--- src/rtl/riscv_pkg.sv ---
// rtl/riscv_pkg.sv - shared widths and types for the writeback stage
package riscv_pkg;

  localparam int XLEN   = 32;
  localparam int REG_AW = 5;

  // One register-file write: destination and value.
  typedef struct packed {
    logic [REG_AW-1:0] rd;
    logic [XLEN-1:0]   data;
  } wbReq_t;

  // Which source owns the register-file write port in a given cycle.
  typedef enum logic [1:0] {
    WB_NONE,
    WB_PIPE,
    WB_MD
  } wb_src_e;

endpackage

--- src/rtl/wb_fifo.sv ---
// rtl/wb_fifo.sv - synchronous FIFO holding buffered mul/div writeback requests
//
// Ports:
//   clk, rst           rising-edge clock, asynchronous active-low reset
//   push, pushData     write one entry (ignored when full)
//   pop, popData       drop the head entry (ignored when empty); popData is the head
//   count, full, empty occupancy status
module wb_fifo
  import riscv_pkg::*;
#(
  parameter  int DEPTH = 2,
  parameter  int WIDTH = $bits(wbReq_t),
  localparam int AW    = $clog2(DEPTH)
) (
  input  logic             clk,
  input  logic             rst,
  input  logic             push,
  input  logic [WIDTH-1:0] pushData,
  input  logic             pop,
  output logic [WIDTH-1:0] popData,
  output logic [AW:0]      count,
  output logic             full,
  output logic             empty
);

  logic [WIDTH-1:0] mem [DEPTH];
  logic [AW-1:0]    wrPtr;
  logic [AW-1:0]    rdPtr;
  logic             doPush;
  logic             doPop;

  assign full    = (count == (AW+1)'(DEPTH));
  assign empty   = (count == '0);
  assign doPush  = push & ~full;
  assign doPop   = pop & ~empty;
  assign popData = mem[rdPtr];

  // DEPTH is a power of two, so the pointers wrap naturally.
  always_ff @(posedge clk or negedge rst) begin
    if (!rst) begin
      wrPtr <= '0;
      rdPtr <= '0;
      count <= '0;
    end else begin
      if (doPush) wrPtr <= wrPtr + 1'b1;
      if (doPop)  rdPtr <= rdPtr + 1'b1;
      unique case ({doPush, doPop})
        2'b10:   count <= count + 1'b1;
        2'b01:   count <= count - 1'b1;
        default: count <= count;
      endcase
    end
  end

  // Storage needs no reset: entries are only visible once pushed.
  always_ff @(posedge clk) begin
    if (doPush) mem[wrPtr] <= pushData;
  end

endmodule

--- src/rtl/wb_arbiter.sv ---
// rtl/wb_arbiter.sv - writeback arbiter owning the register-file write port
//
// Ports:
//   clk, rst                        rising-edge clock, asynchronous active-low reset
//   mw_valid/regWrite/rd/data       MEM/WB result (never stalls, highest priority)
//   md_valid/ready/rd/data          mul/div result handshake into the buffer
//   md_issue, md_issue_rd           decode issued a mul/div to rd
//   rs1_sel, rs2_sel, stall         decode sources and RAW stall on pending mul/div
//   writeRegSel/writeData/writeEn   registered register-file write port
//   err                             sticky protocol error
module wb_arbiter
  import riscv_pkg::*;
#(
  parameter int XLEN     = riscv_pkg::XLEN,
  parameter int MD_DEPTH = 2
) (
  input  logic              clk,
  input  logic              rst,
  input  logic              mw_valid,
  input  logic              mw_regWrite,
  input  logic [REG_AW-1:0] mw_rd,
  input  logic [XLEN-1:0]   mw_data,
  input  logic              md_valid,
  output logic              md_ready,
  input  logic [REG_AW-1:0] md_rd,
  input  logic [XLEN-1:0]   md_data,
  input  logic              md_issue,
  input  logic [REG_AW-1:0] md_issue_rd,
  input  logic [REG_AW-1:0] rs1_sel,
  input  logic [REG_AW-1:0] rs2_sel,
  output logic              stall,
  output logic [REG_AW-1:0] writeRegSel,
  output logic [XLEN-1:0]   writeData,
  output logic              writeEn,
  output logic              err
);

  localparam int CW = $clog2(MD_DEPTH) + 1;
  localparam int FW = REG_AW + XLEN;

  logic              mreq;
  logic              mdPush;
  logic              mdPop;
  logic              fifoFull;
  logic              fifoEmpty;
  logic [CW-1:0]     fifoCount;
  logic [FW-1:0]     headWord;
  logic [REG_AW-1:0] headRd;
  logic [XLEN-1:0]   headData;
  wb_src_e           winSrc;
  logic              mdWrite;
  logic [31:0]       busy;
  logic [31:0]       busyNext;
  logic              errHit;

  assign mreq = mw_valid & mw_regWrite & (mw_rd != '0);

  // No bypass: a full buffer refuses even when it pops this cycle.
  assign md_ready = (fifoCount < CW'(MD_DEPTH));

  // Results for x0 complete the handshake but are never stored.
  assign mdPush = md_valid & md_ready & (md_rd != '0);

  wb_fifo #(
    .DEPTH (MD_DEPTH),
    .WIDTH (FW)
  ) u_fifo (
    .clk      (clk),
    .rst      (rst),
    .push     (mdPush),
    .pushData ({md_rd, md_data}),
    .pop      (mdPop),
    .popData  (headWord),
    .count    (fifoCount),
    .full     (fifoFull),
    .empty    (fifoEmpty)
  );

  assign headRd   = headWord[FW-1:XLEN];
  assign headData = headWord[XLEN-1:0];

  always_comb begin
    winSrc = WB_NONE;
    if (mreq)            winSrc = WB_PIPE;
    else if (!fifoEmpty) winSrc = WB_MD;
  end

  assign mdPop = (winSrc == WB_MD);

  // mdWrite marks that the write currently on the port came from the buffer,
  // so its busy bit can retire at the edge where the regFile captures it.
  always_ff @(posedge clk or negedge rst) begin
    if (!rst) begin
      writeEn     <= 1'b0;
      writeRegSel <= '0;
      writeData   <= '0;
      mdWrite     <= 1'b0;
    end else begin
      writeEn <= (winSrc != WB_NONE);
      mdWrite <= (winSrc == WB_MD);
      unique case (winSrc)
        WB_PIPE: begin
          writeRegSel <= mw_rd;
          writeData   <= mw_data;
        end
        WB_MD: begin
          writeRegSel <= headRd;
          writeData   <= headData;
        end
        default: begin
          writeRegSel <= writeRegSel;
          writeData   <= writeData;
        end
      endcase
    end
  end

  // Clear first, then set, so a same-cycle reissue of the retiring rd stays busy.
  always_comb begin
    busyNext = busy;
    if (mdWrite) busyNext[writeRegSel] = 1'b0;
    if (md_issue) busyNext[md_issue_rd] = 1'b1;
    busyNext[0] = 1'b0;
  end

  always_comb begin
    errHit = 1'b0;
    if (md_issue && (md_issue_rd != '0) && busy[md_issue_rd]) errHit = 1'b1;
    if (mreq && busy[mw_rd])                                  errHit = 1'b1;
    if (md_valid && (md_rd != '0) && !busy[md_rd])            errHit = 1'b1;
  end

  always_ff @(posedge clk or negedge rst) begin
    if (!rst) begin
      busy <= '0;
      err  <= 1'b0;
    end else begin
      busy <= busyNext;
      err  <= err | errHit;
    end
  end

  assign stall = ((rs1_sel != '0) & busy[rs1_sel]) | ((rs2_sel != '0) & busy[rs2_sel]);

endmodule

--- config.mk ---
export PLATFORM = sky130hd
export DESIGN_NAME = wb_arbiter
export DESIGN_NICKNAME = d
export VERILOG_FILES = /design/src/rtl/riscv_pkg.sv /design/src/rtl/wb_fifo.sv /design/src/rtl/wb_arbiter.sv
export SDC_FILE = /design/constraint.sdc
export NUM_CORES = 1
export LEC_CHECK = 0
export ABC_AREA = 1
export BUFFER_PORTS_ARGS = -buffer_cell sky130_fd_sc_hd__buf_2
export CORE_ASPECT_RATIO = 1.2
export CORE_MARGIN = 2
export CORE_UTILIZATION = 40
export DETAILED_ROUTE_END_ITERATION = 7
export HOLD_SLACK_MARGIN = 0.08
export PLACE_DENSITY = 0.62
export SYNTH_ARGS = -nofsm -noshare
export SYNTH_HDL_FRONTEND = slang
export SYNTH_SLANG_ARGS = --single-unit
--- constraint.sdc ---
create_clock -name clk -period 7 [get_ports clk]
set_input_delay 1.4 -clock clk [delete_from_list [all_inputs] [get_ports clk]]
set_output_delay 1.4 -clock clk [all_outputs]
set_load 0.01 [all_outputs]
==> Word-level counts from Yosys, hierarchy flattened <==
Memories as Yosys holds them, arrays and structs flattened.
Index checks and enable logic that the tools add are counted.
{ "op_classes": {"add_sub_neg": 4, "magnitude_cmp": 9, "eq_ne": 5, "mux": 26, "bitwise": 15, "n_reduce_logical": 17} }
{ "op_table": {"columns": ["operator", "count"], "rows": [
  ["two-way mux 32 bit", 2],
  ["case mux 32 bit (2 select lines)", 1],
  ["< comparator 5 x 6 -> 1 bit (second input constant)", 6],
  ["bitwise AND 32 bit", 1],
  ["NOT 32 bit", 1],
  ["OR 32 bit", 1],
  ["binary-select mux 1 bit (select 5 bit)", 5],
  ["nonzero test 5 bit", 5],
  ["two-way mux 1 bit", 12],
  ["demux 1 bit (select 5 bit)", 2],
  ["greater-or-equal comparator 5 x 1 -> 1 bit (second input constant)", 2],
  ["case mux 5 bit (2 select lines)", 1],
  ["bitwise AND 1 bit", 8],
  ["logical AND 1 bit", 7],
  ["== test 2 bit (second input constant)", 3],
  ["nonzero test 2 bit", 3],
  ["== test 2 x 1 -> 1 bit (second input constant)", 2],
  ["two-way mux 2 bit", 2],
  ["case mux 2 bit (2 select lines)", 1],
  ["adder 1 bit (second input constant)", 2],
  ["adder 2 x 1 -> 2 bit (second input constant)", 1],
  ["zero test 2 bit", 1],
  ["< comparator 2 bit (second input constant)", 1],
  ["NOT 1 bit", 2],
  ["3 further kinds", 4]
]} }
{ "word_totals": {"register_bits": 75, "ramBits": 74, "inputBits": 95, "output_inout_bits": 41, "word_cells": 86, "memories": 1} }
{ "memory_table": {"columns": ["memory", "depth", "width", "read_ports", "rd_clocked_by_memory_dff", "write_ports", "line_no", "source"], "rows": [
  ["u_fifo.mem", 2, 37, 1, 0, 1, "wb_fifo.sv:26", "logic [WIDTH-1:0] mem [DEPTH];"]
]} }

==> Logic depth before layout (Yosys ltp) <==
Gate-level depths: netlist (run 1).
{ "logic_depth": {"ltp_word": 9, "depth_mapped": 13, "depth_no_buf": 11} }

==> Modules after synthesis <==
From an unflattened synthesis (run 1), not the netlist that was laid out.
{ "unflattened": {"cells_unflattened": 942, "hier_area_um2": 7609.8} }
{ "by_module_without_submodules": {"columns": ["mod", "n_inst", "cells_per_inst", "area_each_um2", "seq_area_each_um2"], "rows": [
  ["wb_arbiter", 1, 716, 4670.7, 1776.7],
  ["wb_fifo", 1, 226, 2939.1, 2322.2]
]} }

==> Worst setup path before layout (run 1) <==
Ideal clock, no wire load.
{ "synth_path": {"kind": "input port to flip-flop", "startpoint": "in md_rd[0]", "endpoint": "mem u_fifo.mem[0][0] (netlist bit) (enable)", "setup_time_ns": 0.431, "arrival_time_ns": 3.451, "required_ns": 6.569, "slack_ns": 3.117, "stages": 7, "n_path_buf": 1, "cell_sequence": "inv_1 buf_2 nand4_1 nand2_1 inv_1 nand2_1 nor2_1"} }
{ "synth_via": {"elab_chain_len": 5} }
{ "synth_rtl": {"columns": ["item", "line_no", "source"], "rows": [
  ["start, declared", "wb_arbiter.sv:25", "input logic [REG_AW-1:0] md_rd,"],
  ["nonzero test 5 bit", "wb_arbiter.sv:62", "assign mdPush = md_valid & md_ready & (md_rd != '0);"],
  ["bitwise AND 1 bit", "wb_arbiter.sv:62", null],
  ["bitwise AND 1 bit", "wb_fifo.sv:34", "assign doPush = push & ~full;"],
  ["two-way mux 1 bit", "wb_fifo.sv:57", "if (doPush) mem[wrPtr] <= pushData;"],
  ["two-way mux 1 bit (implied by the code)", "wb_fifo.sv:57", null],
  ["end, declared", "wb_fifo.sv:26", null]
]} }
No other way between the ends.

==> Final worst setup path (run 1) <==
{ "layout_path": {"startpoint": "in rs2_sel[0]", "endpoint": "out stall"} }
{ "layout_via": {"elab_chain_len": 4, "word_cells_on_any_way": 5, "cone_classes": "2 x mux; 2 x bitwise; 1 x reduce/logical"} }
{ "layout_rtl": {"columns": ["item", "line_no", "source"], "rows": [
  ["start, declared", "wb_arbiter.sv:30", "input logic [REG_AW-1:0] rs2_sel,"],
  ["binary-select mux 1 bit (select 5 bit)", "wb_arbiter.sv:143", "assign stall = ((rs1_sel != '0) & busy[rs1_sel]) | ((rs2_sel != '0) & busy[rs2_sel]);"],
  ["two-way mux 1 bit (implied by the code)", "wb_arbiter.sv:143", null],
  ["bitwise AND 1 bit *", "wb_arbiter.sv:143", null],
  ["OR 1 bit *", "wb_arbiter.sv:143", null],
  ["end, declared", "wb_arbiter.sv:31", "output logic stall,"]
]} }
Mark *: on every way between the ends. The rest lies on a longest branch, timed or not. The select of a mux whose other input is x is not followed.

==> out/qor.yml, run 1 <==
final_common_cell: "nand2_1"
core-area_sq_um: 18200
fill_cells: 1750
internal-power_mw: 2.19
cts_buffer_depth: 2
synth_seq_area_share_pct: 54.9
routed_wirelength_mm: 21.5
cts_root_buf: "clkbuf_16"
outcome: "completed"
synth_xor_xnor_area_share_pct: 0.469
post-route-min-period_ns: 4.07
die_h_um: 154
p_per_area_nw_per_um2: 409
fin_crit_sh_pct: 58.2
ys_ff_latch: 149
synth.area.top_cells: "edfxtp_1, dfrtp_1, nand2_1"
comb_power_share_pct: 32.0
maxCapViolCount: 0
crit_path_max_fanout: 14
leakagePower_nw: 3.97
pwr-share-clk_pct: 26.2
required_ns: 5.60
grt_pass1_vias: 6183
skew_ns: 0.00807
synthAdderAreaFrac_pct: 0.168
post-dp-hpwl_mm: 14.9
endpoint_kind: "output pin"
num_vias: 6620
num-nets-final: 1084
grt.total_usage_pct: 22.3
synth_top_family_by_area: "simple AND/OR/NAND/NOR gates"
multi_input_area_sq_um: 2870
drt_first_iter_violations: 526
cts_post_setup_buffers_inserted: 0
synthMuxAreaShare_pct: 0
p_switching_mw: 1.43
fmax_ghz: 0.245
syn_inst: 864
pwr-share-seq_pct: 41.8
syn_nets: 960
rsz0062_at_grt: "false"
first_pass_iters: 5
place_ws_ns: 2.96
vias_per_cell: 5.40
synth-simple-area-share_pct: 23.1
slew_headroom_pct: 54.5
numCtsBuffers: 17
floorplan.initialDensity_pct: 40.9
clk_pin_slew_ns: 0.06
area_delta_synth_final_pct: 18.8
grt_pass1_wl_mm: 33.8
syn_area_sq_um: 7470
cts_hold_buf: 0
netlist.area_leader.share_pct: 29.7
peakVddDrop_uv: 198
insertion_delay_ns: 0.43
die_w_um: 129
drc: 0
globalplace.congestion: 0.937
ios: 136
final-setup-viol-count: 0
hp-class: "reg2reg"
rows: 54
post_cts_resized: 0
clock_sinks: 149
synth-compound-area-share_pct: 14.5
h-tree-depth: 4
critical_path_class: "in2out"
netlist-cell-type-count: 37
p_sw_share_pct: 39.5
arrival_ns: 2.67
synth_top_area_cell: "edfxtp_1"
antenna_found_initial: 1
io_buffer_count: 135
grt_max_degree: 50
overflow: 0
layout_common_cells: "nand2_1, buf_2, o21ai_0"
ff_latch_area_sq_um: 4100
tightest_slew_ns: 0.682
startpoint_type: "primary input"
cts_tree: "built"
ant_nets: 0
syn_area_per_cell_sq_um: 8.65
design.die.area_sq_um: 19800
yosysWarningCount: 0
finalHoldViolCount: 0
finalMaxSlewViolations: 0
setup_ws_ns: 2.93
wl_per_cell_um: 17.6
fin_setup_tns_ns: 0
drive_above_1_share_pct: 19.0
==> through the flow <==
| step | instance area [sq um] | util (%) | std cells | power [mW] | hold slack (ns) |
|---|---|---|---|---|---|
| CTS | 8870 | 48.6 | 1225 | 3.64 | 0.480 |
| global placement | 8250 | 45.2 | 1193 | 2.67 | 0.460 |
| detailed placement | 8250 | 45.2 | 1193 | 2.69 | 0.461 |
| floorplan | 7470 | - | 864 | 2.19 | 0.472 |
| global route | 8870 | 48.6 | 1225 | 3.84 | 0.504 |
| finish | 8870 | 48.6 | 1226 | 3.63 | 0.478 |
==> power by group through the flow <==
| stage | Sequential, mW | Clock (mW) | Combinational [mW] |
|---|---|---|---|
| 6_report | 1.52 | 0.949 | 1.16 |
| 5_1_grt | 1.54 | 0.996 | 1.31 |
| 4_1_cts | 1.51 | 0.964 | 1.17 |
| 3_5_place_dp | 1.52 | 0 | 1.17 |
| 3_3_place_gp | 1.52 | 0 | 1.15 |
| 2_1_floorplan | 1.45 | 0 | 0.734 |
==> routing by layer <==
metal / up-vias / GRT usage, % / wire (um)
li1: 3199 / - / -
met1: 3078 / 29.1 / 9020
met2: 291 / 34.6 / 10100
met3: 52 / 4.66 / 1500
met4: 0 / 12.0 / 911
met5: - / 0 / 0
==> synth_stat cells (all sizes together) <==
| cell type | count |
|---|---|
| a21oi | 32 |
| a22oi | 1 |
| a31oi | 17 |
| buf | 32 |
| clkbuf | 3 |
| dfrtp | 75 |
| edfxtp | 74 |
| ha | 1 |
| inv | 74 |
| nand2 | 285 |
| nand3 | 73 |
| nand3b | 1 |
| nand4 | 5 |
| nor2 | 35 |
| nor3 | 8 |
| o2111ai | 2 |
| o211ai | 14 |
| o21ai | 106 |
| o221a | 2 |
| o221ai | 5 |
| o22ai | 9 |
| o311ai | 4 |
| or2 | 2 |
| xnor2 | 1 |
| xor2 | 3 |
==> worst max-delay path: stages <==
cell and delay [ns]:
buf_2 0.17, nor2_1 0.35, nand2_1 0.11, o211ai_1 0.11
nand2_1 0.07, nand2_1 0.06, nor2_1 0.03, nand2_1 0.06
nand2_1 0.09, nand3_1 0.09, buf_2 0.13
==> registers in the layout, summed over array words and instances, names as in the netlist <==
| signal | cells |
|---|---|
| busy | 31 |
| err | 1 |
| mdWrite | 1 |
| u_fifo.count | 2 |
| u_fifo.mem | 74 |
| u_fifo.rdPtr | 1 |
| u_fifo.wrPtr | 1 |
| writeData | 32 |
| writeEn | 1 |
| writeRegSel | 5 |
==> cell families after synthesis <==
kind of cell / Yosys count
compound gates: 192
xor+xnor: 4
fa+ha+maj: 1
buf+inv: 109
flops: 149
simple gates: 409
==> path summary, 6_finish.rpt <==
| path | from | end | slack [ns] | cells after the start |
|---|---|---|---|---|
| setup / recovery | rs2_sel[0] | stall | 2.93 | 11 |
| hold / removal | writeData[1] | writeData[1] | 0.48 | 2 |
| setup reg to reg | u_fifo.count[0] | u_fifo.count[1] | 5.00 | 8 |
| hold reg to reg | writeData[1] | writeData[1] | 0.48 | 2 |
| max in group asynchronous | rst | writeData[28] | 5.11 | 2 |
| min in group asynchronous | rst | busy[31] | 0.88 | 1 |
==> cell type report <==
| class | instances | area share (%) |
|---|---|---|
| Antenna cell | 1 | 0.0282 |
| Clock buffer | 19 | 4.99 |
| Clock inverter | 13 | 1.96 |
| Inverter | 74 | 3.24 |
| Multi-Input combinational cell | 606 | 32.4 |
| Sequential cell | 149 | 46.2 |
| Tap cell | 224 | 3.16 |
| Timing Repair Buffer | 140 | 8.07 |
Power figures use the tool's default switching activity.
==> inputs of run 2 (changes only) <==
Clock period 7 ns to 4.1 ns, I/O delays scaled along.
==> out/qor.yml, run 2 (synthesized netlist as in run 1, its figures left out) <==
outcome: "completed"
fin_setup_tns_ns: 0  # unchanged
critical_path_depth: 9  # -2
clock_sinks: 149  # unchanged
numCtsBuffers: 17  # unchanged
design.die.area_sq_um: 19800  # unchanged
reg_top3: "u_fifo.mem (74), writeData (32), busy (31)"
core-area_sq_um: 18200  # unchanged
power_mw: 6.18  # +70%
drt_first_iter_violations: 506  # -3.8%
post_cts_resized: 0  # unchanged
cts_buffer_depth: 2  # unchanged
num_vias: 6585  # -0.53%
leakagePower_nw: 3.97  # about the same
cpLargestDelayFamily: "buffers and inverters"
maxCapViolCount: 0  # unchanged
cts_hold_buf: 0  # unchanged
die_h_um: 154  # unchanged
max_stage_delay_ns: 0.24  # -0.11 ns
largest_reg_flops: 74  # unchanged
tightest_slew_ns: 0.995  # +0.313 ns
hp-class: "reg2reg"
final_cells: 1227  # +0.082%
grt_max_degree: 76  # +52%
startpoint_type: "primary input"
layout_common_cells: "nand2_1, buf_2, o21ai_0"
die_w_um: 129  # unchanged
wl_per_cell_um: 17.5  # -0.16%
h-tree-depth: 4  # unchanged
insertion_delay_ns: 0.43  # about the same
first_pass_iters: 6  # +1
endpoint_kind: "output pin"
worstSetupEndpoint: "stall"
timing.rr.start: "u_fifo.count[0]"
area_delta_synth_final_pct: 18.8  # unchanged
io_buffer_count: 135  # unchanged
cts_post_setup_buffers_inserted: 0  # unchanged
clk_pin_slew_ns: 0.06  # about the same
cp_num_buf_inv: 3  # +1
finalHoldViolCount: 0  # unchanged
post-route-min-period_ns: 2.88
regMostFlops: "u_fifo.mem"
fin_crit_sh_pct: 70.2
place_ws_ns: 1.03  # -1.93 ns
grt_pass1_wl_mm: 33.5  # -1.1%
final_common_cell: "nand2_1"
drive_above_1_share_pct: 19.1  # +0.10 points
routed_wirelength_mm: 21.5  # about the same
cp_common_cell: "nand3_1"
antenna_found_initial: 3  # +2
drc: 0  # unchanged
reg2reg_slack_ns: 2.13  # -2.87 ns
setup_ws_ns: 1.22  # -1.70 ns
required_ns: 3.28  # -2.32 ns
dp.cells: 1193  # unchanged
rsz0062_at_grt: "false"
slew_headroom_pct: 33.6  # -21 points
globalplace.congestion: 0.932  # -0.54%
vias_per_cell: 5.37  # -0.61%
rows: 54  # unchanged
overflow: 0  # unchanged
grt.total_usage_pct: 22.1  # -0.19 points
cpMaxStageDelayCell: "buf_2"
final-setup-viol-count: 0  # unchanged
skew_ns: 0.0129  # +0.00485 ns
peakVddDrop_uv: 408  # +110%
finalMaxSlewViolations: 0  # unchanged
crit_chain: "buf_2 -> inv_1 -> a21oi_1 -> o21ai_0 -> nand3_1 -> o2111ai_1 -> nand3_1 -> nand3_1 -> buf_2"
reg2regPathDepth: 8  # unchanged
grt_pass1_vias: 6244  # +0.99%
cts_tree: "built"
cts_root_buf: "clkbuf_16"
num-nets-final: 1084  # unchanged
crit_path_max_fanout: 18  # +4
ant_nets: 0  # unchanged
arrival_ns: 2.06  # -0.61 ns
p_per_area_nw_per_um2: 697  # +70%
critical_path_class: "in2out"
ios: 136  # unchanged
fmax_ghz: 0.347
post-dp-hpwl_mm: 15.1  # +1.2%
floorplan.initialDensity_pct: 40.9  # unchanged
crit_start: "rs1_sel[0]"
r2r-end: "u_fifo.count[1]"
-- run 2: where the power goes --
part	switching [mW]	internal [mW]	total (mW)	leakage, nW
logic	1.30	0.674	1.97	2.14
registers	0.505	2.09	2.60	1.53
clock network	0.634	0.979	1.61	0.299
total	2.44	3.74	6.18	3.97
-- run 2: through the flow --
stage | instance area, sq um | hold slack [ns] | util (%)
floorplan | 7470 | 0.472 | -
finish | 8870 | 0.478 | 48.6
global route | 8870 | 0.507 | 48.6
CTS | 8870 | 0.482 | 48.6
detailed placement | 8250 | 0.462 | 45.2
global placement | 8250 | 0.464 | 45.2
-- run 2: routing by layer --
metal,GRT usage [%],vias up,wire [um]
met5,0,-,16
met4,9.37,2,792
met3,5.85,46,1450
met2,34.6,266,9990
met1,28.9,3078,9280
li1,-,3193,-
-- run 2: how the worst min path moves through the flow --
stage | startpoint | endpoint | slack [ns] | cells after the start
final | writeData[21] | writeData[21] | 0.48 | 2
after global routing | writeData[20] | writeData[20] | 0.51 | 2
after CTS | writeData[9] | writeData[9] | 0.48 | 2
after detailed placement | writeData[21] | writeData[21] | 0.46 | 2
after global placement | writeData[21] | writeData[21] | 0.46 | 2
after floorplan | u_fifo.mem[0][33] | writeRegSel[1] | 0.47 | 2
-- run 2: area by class of cell --
| cell class | count | area [sq um] |
|---|---|---|
| Antenna cell | 2 | 5.00 |
| Fill cell | 1778 | 9370 |
| Clock buffer | 18 | 439 |
| Tap cell | 224 | 280 |
| Sequential cell | 149 | 4100 |
| Multi-Input combinational cell | 606 | 2870 |
| Clock inverter | 14 | 175 |
| Inverter | 74 | 288 |
| Timing Repair Buffer | 140 | 716 |
-- run 2: worst register-to-register path, stage by stage, from the launching register on --
cell and delay (ns):
dfrtp_1 0.42, nor2_2 0.28, inv_1 0.12, nand2_4 0.13, inv_4 0.16, ha_1 0.38
a21oi_1 0.11, o21ai_0 0.10, xor2_1 0.15
==> inputs of run 3 (changes only) <==
Settings changed: PLACE_DENSITY 0.62 to 0.64.
Clock period 4.1 ns to 2.6 ns, I/O delays scaled along.
==> out/qor.yml, run 3 (synthesized netlist as in run 1, its figures left out) <==
outcome: "completed"
crit_start: "busy[19]"
tightest_slew_ns: 0.532  # -0.463 ns
worstSetupEndpoint: "stall"
layout_common_cells: "nand2_1, buf_2, o21ai_0"
clock_sinks: 149  # unchanged
insertion_delay_ns: 0.41  # -0.02 ns
r2r-end: "u_fifo.count[1]"
final_common_cell: "nand2_1"
maxCapViolCount: 0  # unchanged
timing.rr.start: "u_fifo.count[0]"
cts_buffer_depth: 2  # unchanged
grt_max_degree: 38  # -50%
vias_per_cell: 5.35  # -0.24%
arrival_ns: 1.82  # -0.24 ns
required_ns: 2.08  # -1.20 ns
regMostFlops: "u_fifo.mem"
area_delta_synth_final_pct: 20.0
num-nets-final: 1096  # +1.1%
ios: 136  # unchanged
ant_nets: 0  # unchanged
post_cts_resized: 0  # unchanged
cts_hold_buf: 0  # unchanged
dpl_cell_area_sq_um: 8360  # +1.2%
antenna_found_initial: 4  # +1
final-setup-viol-count: 0  # unchanged
drc: 0  # unchanged
floorplan.initialDensity_pct: 40.9  # unchanged
numCtsBuffers: 17  # unchanged
die_w_um: 129  # unchanged
largest_reg_flops: 74  # unchanged
startpoint_type: "flip-flop"
fin_crit_sh_pct: 90.0
post-route-min-period_ns: 2.34
p_per_area_nw_per_um2: 1090  # +57%
grt_pass1_vias: 6227  # -0.27%
reg_top3: "u_fifo.mem (74), writeData (32), busy (31)"
critical_path_class: "reg2out"
endpoint_kind: "output pin"
cpMaxStageDelayCell: "dfrtp_1"
overflow: 0  # unchanged
first_pass_iters: 7  # +1
rsz0062_at_grt: "false"
finalHoldViolCount: 0  # unchanged
h-tree-depth: 4  # unchanged
crit_path_max_fanout: 4  # -14
power_mw: 9.81  # +59%
fin_setup_tns_ns: 0  # unchanged
skew_ns: 0.00960  # -0.00332 ns
die_h_um: 154  # unchanged
ff_latch_area_sq_um: 4100  # unchanged
num_vias: 6639  # +0.82%
design.die.area_sq_um: 19800  # unchanged
fill_cells: 1783  # +0.28%
wl_per_cell_um: 17.4  # -1.1%
reg2reg_slack_ns: 0.85  # -1.28 ns
cts_tree: "built"
cp_common_cell: "nand2_1"
rows: 54  # unchanged
cts_root_buf: "clkbuf_16"
grt.total_usage_pct: 22.3  # +0.17 points
reg2regPathDepth: 8  # unchanged
drive_above_1_share_pct: 19.7  # +0.66 points
cts_post_setup_buffers_inserted: 0  # unchanged
globalplace.congestion: 0.937  # +0.59%
leakagePower_nw: 4.03  # +1.3%
io_buffer_count: 135  # unchanged
peakVddDrop_uv: 590  # +45%
grt_pass1_wl_mm: 33.6  # +0.54%
multi_input_area_sq_um: 2870  # unchanged
finalMaxSlewViolations: 0  # unchanged
routed_wirelength_mm: 21.5  # about the same
drt_first_iter_violations: 537  # +6.1%
core-area_sq_um: 18200  # unchanged
fin_area_sq_um: 8970  # +1.1%
max_stage_delay_ns: 0.45  # +0.21 ns
crit_chain: "inv_1 -> nand2_1 -> nand3_1 -> o211ai_1 -> nand2_1 -> nand2_1 -> nor2_1 -> nand2_1 -> nand2_1 -> nand3_1 -> buf_2"
slew_headroom_pct: 64.5  # +31 points
fmax_ghz: 0.427
clk_pin_slew_ns: 0.06  # about the same
hp-class: "in2async"
post-dp-hpwl_mm: 15.5  # +2.8%
==> run 3: cell types whose count changed in the layout (fill, tap and decap cells not counted), sizes merged <==
cell | previous run | this run
buf | 140 | 152
inv | 77 | 79
clkinv | 6 | 3
diode | 2 | 3
clkbuf | 18 | 19
==> run 3: metal layers <==
metal | track usage [%] | wire (um) | vias up
li1 | - | - | 3222
met1 | 28.6 | 8720 | 3083
met2 | 36.2 | 10400 | 277
met3 | 4.42 | 1560 | 55
met4 | 10.4 | 826 | 2
met5 | 0 | 11 | -
==> run 3: cell type report <==
class / count / share of cell area [%]
Clock inverter: 13 / 1.90
Timing Repair Buffer: 152 / 9.13
Inverter: 74 / 3.21
Clock buffer: 19 / 4.83
Multi-Input combinational cell: 606 / 32.0
Tap cell: 224 / 3.13
Antenna cell: 3 / 0.0837
Sequential cell: 149 / 45.7
==> run 3: worst max-delay path: cells and delay by family, from the launching register on <==
| kind | cells | cell delay (ns) |
|---|---|---|
| AND/OR/NAND/NOR | 8 | 0.57 |
| AO/OA/AOI/OAI | 1 | 0.08 |
| buffers and inverters | 2 | 0.30 |
| flip-flops | 1 | 0.45 |
==> run 3: how the worst min path moves through the flow <==
stage                     slack [ns]             to  cells after the start    startpoint
final                           0.07        writeEn                      1           rst
after global routing            0.11  writeData[28]                      1           rst
after CTS                       0.09  writeData[31]                      1           rst
after detailed placement        0.46   writeData[9]                      2  writeData[9]
after global placement          0.46   writeData[3]                      2  writeData[3]
after floorplan                 0.22       busy[10]                      0           rst
==> run 3: per-stage QoR <==
stage,util [%],setup slack [ns],hold slack (ns),instances
5_1_grt,49.1,0.0536,0.108,1239
4_1_cts,49.1,0.234,0.0911,1237
3_5_place_dp,45.8,0.309,0.460,1205
6_report,49.1,0.260,0.0750,1240
3_3_place_gp,45.8,0.309,0.461,1205
2_1_floorplan,-,-0.403,0.224,864
==> run 3: report_power, final <==
group / switching (mW) / internal (mW)
Clock: 0.975 / 1.52
Sequential: 0.771 / 3.30
Combinational: 2.11 / 1.13
